[config.mk]
export PLATFORM = sky130hd
export DESIGN_NAME = product_accumulator
export DESIGN_NICKNAME = d
export VERILOG_FILES = /design/src/rtl/mac_pkg.sv /design/src/rtl/valid_delay_line.sv /design/src/rtl/product_accumulator.sv
export SDC_FILE = /design/constraint.sdc
export NUM_CORES = 1
export LEC_CHECK = 0
export ABC_AREA = 1
export CAP_MARGIN = 20
export CORE_ASPECT_RATIO = 1.75
export CORE_UTILIZATION = 45
export DETAILED_ROUTE_END_ITERATION = 16
export PLACE_DENSITY = 0.69
export SYNTH_ARGS = -nofsm -noshare
export SYNTH_HDL_FRONTEND = slang
export SYNTH_SLANG_ARGS = --single-unit
[constraint.sdc]
create_clock -name clk -period 1.67 [get_ports clk]
set_input_delay 0.2505 -clock clk [delete_from_list [all_inputs] [get_ports clk]]
set_output_delay 0.2505 -clock clk [all_outputs]
set_load 0.01 [all_outputs]
[src/rtl/mac_pkg.sv]
// Shared constants and helpers for the multiply-accumulate datapath.
// Latency: none (package only).
// Backpressure: none (package only).
package mac_pkg;

    // Register stages inside the 4x4 unsigned multiplier feeding the accumulator.
    localparam int MULT_LATENCY = 3;

    // Width of one multiplier product.
    localparam int PROD_W = 8;

    typedef logic [PROD_W-1:0] prod_t;

    // Bits needed for a counter that runs 0..count-1; never narrower than 1.
    function automatic int cnt_width(input int count);
        return (count > 1) ? $clog2(count) : 1;
    endfunction

endpackage

[src/rtl/valid_delay_line.sv]
// Fixed-depth shift register that carries a valid flag alongside a stall-free pipeline.
// Latency: DEPTH cycles from d_vld to q_vld.
// Backpressure: none; it shifts every cycle, matching a pipeline that cannot stall.
//
// Ports:
//   clk   - rising-edge clock
//   rst   - asynchronous active-high reset, clears every tap
//   d_vld - flag entering the pipeline this cycle
//   q_vld - flag leaving the pipeline, DEPTH cycles later
module valid_delay_line #(
    parameter int DEPTH = 3
) (
    input  logic clk,
    input  logic rst,
    input  logic d_vld,
    output logic q_vld
);

    logic [DEPTH-1:0] taps;

    generate
        if (DEPTH == 1) begin : g_single
            always_ff @(posedge clk or posedge rst) begin
                if (rst) begin
                    taps <= '0;
                end else begin
                    taps <= d_vld;
                end
            end
        end else begin : g_multi
            always_ff @(posedge clk or posedge rst) begin
                if (rst) begin
                    taps <= '0;
                end else begin
                    taps <= {taps[DEPTH-2:0], d_vld};
                end
            end
        end
    endgenerate

    assign q_vld = taps[DEPTH-1];

endmodule

[src/rtl/product_accumulator.sv]
// Sums each group of COUNT multiplier products into one dot-product result.
// Latency: last operand issue to out_valid is LATENCY+1 cycles; one product per cycle.
// Backpressure: only the last issue of a group is held off while an earlier result is unaccepted.
//
// Ports:
//   clk       - rising-edge clock
//   rst       - asynchronous active-high reset; discards any partial group
//   in_valid  - operands presented to the multiplier this cycle
//   in_ready  - issue permitted (combinational from issue_cnt, out_valid, out_ready)
//   z         - multiplier product, meaningful when the delay line says so
//   out_data  - completed group sum
//   out_valid - out_data holds an unaccepted result
//   out_ready - downstream accepts out_data
//   out_ovf   - group sum exceeded the ACC_W range (qualified by out_valid)
//
// Build option: PRODUCT_ACC_SATURATE_EN clamps an overflowing result to all-ones
// instead of wrapping it modulo 2^ACC_W.
module product_accumulator
    import mac_pkg::*;
#(
    parameter int LATENCY = MULT_LATENCY,
    parameter int PROD_W  = mac_pkg::PROD_W,
    parameter int ACC_W   = 10,
    parameter int COUNT   = 4
) (
    input  logic              clk,
    input  logic              rst,
    input  logic              in_valid,
    output logic              in_ready,
    input  logic [PROD_W-1:0] z,
    output logic [ACC_W-1:0]  out_data,
    output logic              out_valid,
    input  logic              out_ready,
    output logic              out_ovf
);

    localparam int               CNT_W   = cnt_width(COUNT);
    localparam logic [CNT_W-1:0] LAST    = CNT_W'(COUNT - 1);
    localparam logic [ACC_W-1:0] ACC_MAX = '1;

    logic [CNT_W-1:0] issue_cnt;
    logic [CNT_W-1:0] rx_cnt;
    logic [ACC_W-1:0] acc;
    logic             acc_ovf;
    logic             issue;
    logic             prod_vld;
    logic [ACC_W:0]   sum;
    logic             grp_ovf;
    logic             grp_last;
    logic [ACC_W-1:0] result;

    // ------------------------------------------------------------------
    // Issue side
    // ------------------------------------------------------------------
    // The multiplier cannot stall, so the only safe point to hold back is the
    // final operand of a group. Because COUNT exceeds LATENCY, the previous
    // group's result has already landed in the output register by the time
    // this operand is offered, so checking out_valid here is sufficient.
    assign in_ready = !((issue_cnt == LAST) && out_valid && !out_ready);
    assign issue    = in_valid && in_ready;

    always_ff @(posedge clk or posedge rst) begin
        if (rst) begin
            issue_cnt <= '0;
        end else if (issue) begin
            issue_cnt <= (issue_cnt == LAST) ? '0 : issue_cnt + 1'b1;
        end
    end

    // Marks the cycle in which z carries the product of an accepted issue.
    // Clearing it on reset makes any products still in flight invisible.
    valid_delay_line #(
        .DEPTH (LATENCY)
    ) u_vld_dly (
        .clk   (clk),
        .rst   (rst),
        .d_vld (issue),
        .q_vld (prod_vld)
    );

    // ------------------------------------------------------------------
    // Accumulate side
    // ------------------------------------------------------------------
    // One guard bit catches the carry of this addition; acc_ovf remembers
    // any earlier carry so overflow is sticky across the whole group.
    assign sum      = {1'b0, acc} + (ACC_W + 1)'(z);
    assign grp_ovf  = acc_ovf | sum[ACC_W];
    assign grp_last = (rx_cnt == LAST);

`ifdef PRODUCT_ACC_SATURATE_EN
    assign result = grp_ovf ? ACC_MAX : sum[ACC_W-1:0];
`else
    assign result = sum[ACC_W-1:0];
`endif

    always_ff @(posedge clk or posedge rst) begin
        if (rst) begin
            acc       <= '0;
            acc_ovf   <= 1'b0;
            rx_cnt    <= '0;
            out_data  <= '0;
            out_valid <= 1'b0;
            out_ovf   <= 1'b0;
        end else begin
            if (prod_vld) begin
                if (grp_last) begin
                    acc      <= '0;
                    acc_ovf  <= 1'b0;
                    rx_cnt   <= '0;
                    out_data <= result;
                    out_ovf  <= grp_ovf;
                end else begin
                    acc      <= sum[ACC_W-1:0];
                    acc_ovf  <= grp_ovf;
                    rx_cnt   <= rx_cnt + 1'b1;
                end
            end

            // A completion landing in the same cycle as a transfer keeps
            // out_valid high so the new result follows without a bubble.
            if (prod_vld && grp_last) begin
                out_valid <= 1'b1;
            end else if (out_valid && out_ready) begin
                out_valid <= 1'b0;
            end
        end
    end

endmodule

* Word level (Yosys, flattened, before mapping)
Index checks and enable logic that the tools add are counted.
Widths: inputs -> output; s select.
** Storage, ports and cells
- Flip-flop bits (word level) :: 30
- Output and inout bits :: 13
** Operators by class
- Muxes and demuxes :: 6
- Reductions and logical operators :: 9
- Equality and inequality tests :: 2
- Bitwise gates (word level) :: 1
- $add $sub $neg :: 3
** Operator list (count)
- $add 10x8->11 :: 1
- $mux 10 :: 1
- $logic_and 1x1->1 :: 5
- $add 2x1->2 const B :: 2
- $eq 2x2->1 const B :: 2
- $mux 2 :: 2
- $mux 1 :: 3
- $logic_not 1->1 :: 2
- $reduce_and 2->1 :: 1
- $reduce_bool 2->1 :: 1
- $or 1x1->1 :: 1

* Longest topological paths before layout
- Word-level depth :: 5
- Depth in mapped cells :: 11

* Hierarchy
A second synthesis with hierarchy kept.
** Unflattened totals
- Cells, all modules :: 199
- Area total of the unflattened synthesis :: 1622.8 um2
** By module, submodules not included
- product_accumulator :: times used 1, area each 1544.0 um2, seq. area each 675.6 um2, cells each 195
- valid_delay_line :: times used 1, area each 78.8 um2, seq. area each 75.1 um2, cells each 4

* Worst setup path after synthesis
OpenSTA, ideal clock, no wires.
- Path kind :: flip-flop to flip-flop
- From :: register acc[0]
- To :: register out_data[8]
- Library setup time :: 0.118 ns
- Buffers on the path :: 0
- Data arrival time :: 1.425 ns
- Stages on the path, launching flop included :: 12
- Slack :: 0.128 ns
- Cell sequence :: dfrtp_1 -> ha_1 -> inv_1 -> fa_1 -> nor2_1 -> nor2_1 -> inv_1 -> nand2_1 -> nand2_1 -> nand2_1 -> nand3_1 -> nand2_1
** On the way
- Cells in the longest elaborated chain, start to end :: 1
** RTL lines
- start: declaration :: line product_accumulator.sv:43 : logic [ACC_W-1:0] acc;
- start signal: assignment :: line product_accumulator.sv:113 : acc <= sum[ACC_W-1:0];
- $add 10x8->11 :: line product_accumulator.sv:86 : assign sum = {1'b0, acc} + (ACC_W + 1)'(z);
- end signal: assignment :: line product_accumulator.sv:110 : out_data <= result;
- end: declaration :: line product_accumulator.sv:31 : output logic [ACC_W-1:0] out_data,
No other way between the ends.
A chain may end at the register's enable or synchronous reset.

* Worst setup path after layout
- From :: register acc[0]
- To :: register acc[8]
** On the way
- Cells in the longest elaborated chain, start to end :: 2
** RTL lines
- $add 10x8->11 :: line product_accumulator.sv:86
- $mux 10 :: line product_accumulator.sv:106 : if (grp_last) begin
No other way between the ends.

==> impl_metrics.yaml <==
logic_synthesis:
  synth.most_common_cell: "nand2_1"
  ys_warn_count: 0
  synth-main-ff-cell: "dfrtp_1"
  synth_top_area_cell: "dfrtp_1"
  synth_mux_area_share_pct: 1.41
  synth_fa_ha_area_share_pct: 9.06
  syn_nets: 221
  synth_cell_types: 23
  synth-compound-area-share_pct: 4.68
  synth_area_leaders: "dfrtp_1 47%, nand2_1 19%, ha_1 7.8%"
  netlist_area_mm2: 0.00160
  synth_seq_area_share_pct: 46.8
  ys_ff_latch: 30
  synth_top_family_by_area: "simple AND/OR/NAND/NOR gates"
  synth_simple_gate_area_share_pct: 30.7
  synth_common_cells: "79 x nand2_1, 30 x dfrtp_1, 20 x inv_1, 16 x nand3_1, 13 x nor2_1"
  synth-edff-count: 0
  syn_area_per_cell_um2: 8.09
  synth_top_area_share_pct: 46.8
  postSynthCellCount: 198
  ys_async_sr_fraction_pct: 100
  synth_xor_area_share_pct: 1.64
detailed_routing:
  detail-route-antenna-nets: 0
  via_per_inst: 4.77
  wl_mm: 3.51
  wire_per_inst_um: 12.0
  drt_iter0_markers: 22
  drc: 0
  drt_pass1_iterations: 4
  vias: 1393
critical_path:
  r2r_cells: 11
  worstSetupPathType: "register to register"
  worst-endpoint-required_ps: 1840
  critPathCaptureType: "register"
  max_stage_delay_ps: 360
  rr_endpoint: "acc[8]$_DFFE_PP0P_"
  reg2reg_slack_ps: 60
  slowest_stage: "dfrtp_1"
  worst-path-buf-inv: 2
  arrival_ps: 1770
  crit_top_cell: "nand2_1"
  crit_family: "adder cells"
  rr_startpoint: "acc[0]$_DFFE_PP0P_"
  critPathLaunch: "acc[0]$_DFFE_PP0P_"
  crit_chain: "ha_2, inv_2, fa_2, nor2_2, nor2_2, inv_2, nand2_2, nand2_1, nand2_1, nand3_1, nand2_1"
  start_kind: "register"
  cp_max_fo: 2
placement:
  placedCellCount: 282
  gp_congestion: 0.881
  hpwl_mm: 2.56
  io_buffers: 24
timing:
  finalCritPeriodShare_pct: 96.2
  hold_ws_ps: 342
  period_needed_ps: 1610
  skew_ps: 6.00
  relSlewSlack_pct: 74.9
  final_max_slew_viol_count: 0
  worst_pin_slew_ps: 377
  rsz0062_at_grt: "yes"
  hold_viol_final: 0
  clock.fmax_ghz: 0.623
  setup_violations: 0
power_and_ir_drop:
  peakVddDrop_uv: 1180
  power.density_mw_per_mm2: 1870
  p_leak_nw: 1.15
  p_total_w: 0.00414
global_route:
  grt-ovfl-total: 0
  grt_max_degree: 31
  antenna_found_initial: 0
  grtUsageTotal_pct: 22.1
  grt_pass1_wl_mm: 5.95
  grt_pass1_vias: 1419
floorplanning:
  die_h_um: 81.0
  core_area_mm2: 0.00340
  rows: 28
  ios: 25
  die_w_um: 47.1
  start_util_pct: 47.2
  die_area_mm2: 0.00381
final_layout:
  layout.nets: 269
  drive_gt1_share_pct: 17.0
  syn2layout_area_growth_pct: 38.0
  diodes: 0
  instances_no_fill: 292
  fill_cells: 319
clocking:
  insertion_delay_ps: 280
  cts_buffers: 5
  cts.sinks: 30
  cts_tree: "built"
  hold_buffers: 0
  h-tree-depth: 2
  root_buffer: "clkbuf_8"
  clk_path_buf_depth: 2
  clk_pin_slew_ps: 70
status:
  status: "complete, no violations"
hold_path:
  hold_path_class: "primary input to async pin"
flow_run:
  maxCapViolCount: 0
==> layer usage <==
layer  global-route usage [%]  routed length, um
met1                     25.0               1430
met2                     39.3               1960
met3                     4.00                 69
met4                     7.71                 57
met5                        0                  0
==> logic make-up (layout without fill, tap and decap cells) <==
kind of cell / count (synthesis) / in the layout
adders and majority gates: 11 / 11
DFF: 30 / 30
and+or+nand+nor: 117 / 117
muxes: 2 / 2
xor gates and xnor gates: 3 / 3
AOI/OAI and AO/OA: 13 / 13
buffers and inverters: 22 / 71
==> worst min-delay path: stages <==
cell and delay (ps):
clkdlybuf4s50_1 390, inv_1 50, buf_4 340
==> cell type report <==
class / count / area, um^2 / area share (%)
multi-input combinational: 146 / 805 / 36.4
sequential: 30 / 751 / 33.9
timing repair buffer: 43 / 383 / 17.3
clock buffer: 6 / 82.6 / 3.73
inverter: 20 / 75.1 / 3.39
clock inverter: 2 / 60.1 / 2.71
tap: 45 / 56.3 / 2.55
==> where the power goes <==
group / internal, W / total, W / leakage, nW / switching [W]
registers: 0.00105 / 0.00124 / 0.370 / 0.000198
logic: 0.000991 / 0.00199 / 0.709 / 0.000995
clock network: 0.000636 / 0.000913 / 0.0714 / 0.000277
==> worst max path at each step <==
stage | endpoint | depth (start not counted)
after floorplan | out_data[8]$_DFFE_PP0P_ | 11
after global placement | out_data[6]$_DFFE_PP0P_ | 12
after detailed placement | out_data[8]$_DFFE_PP0P_ | 12
after CTS | acc[8]$_DFFE_PP0P_ | 11
after global routing | out_data[8]$_DFFE_PP0P_ | 11
final | acc[8]$_DFFE_PP0P_ | 11
==> per-stage QoR <==
| step | setup WS [ps] | TNS [ps] | util (%) | area [um^2] |
|---|---|---|---|---|
| floorplan | 128 | 0 | - | 1600 |
| global placement | -343 | -3510 | 59.2 | 2010 |
| detailed placement | -383 | -3900 | 59.2 | 2010 |
| CTS | 42.1 | 0 | 63.8 | 2170 |
| global route | -15.5 | -37.3 | 65.1 | 2210 |
| finish | 63.8 | 0 | 65.1 | 2210 |
==> cell usage in the layout (no fill, tap or decap), drive strengths merged <==
cell type	netlist	routed
clkbuf	0	6
o21bai	1	1
fa	1	1
bufinv	0	2
nand4	2	2
and2	1	1
buf	2	19
dlygate4sd2	0	2
nand2	79	79
dlymetal6s2s	0	1
a21boi	1	1
xor2	1	1
o21ai	8	8
a21oi	2	2
inv	20	20
clkdlybuf4s50	0	21
ha	10	10
dfrtp	30	30
o22ai	1	1
nor2	14	14
and3	1	1
nand3	16	16
mux2	2	2
nand3b	4	4
xnor2	2	2
==> state kept, by name, indices dropped and copies added (netlist names) <==
register / count
acc: 10
out_data: 10
u_vld_dly.taps: 3
issue_cnt: 2
rx_cnt: 2
acc_ovf: 1
out_ovf: 1
out_valid: 1
==> what timing repair did <==
item | in CTS | in global routing
buffers inserted | 1 | 1
endpoints found under the setup margin | 5 | 10
cloned | 0 | 0
resized for setup | 7 | 8
pin swaps | 5 | 9
(Power assumes the default switching activity.)
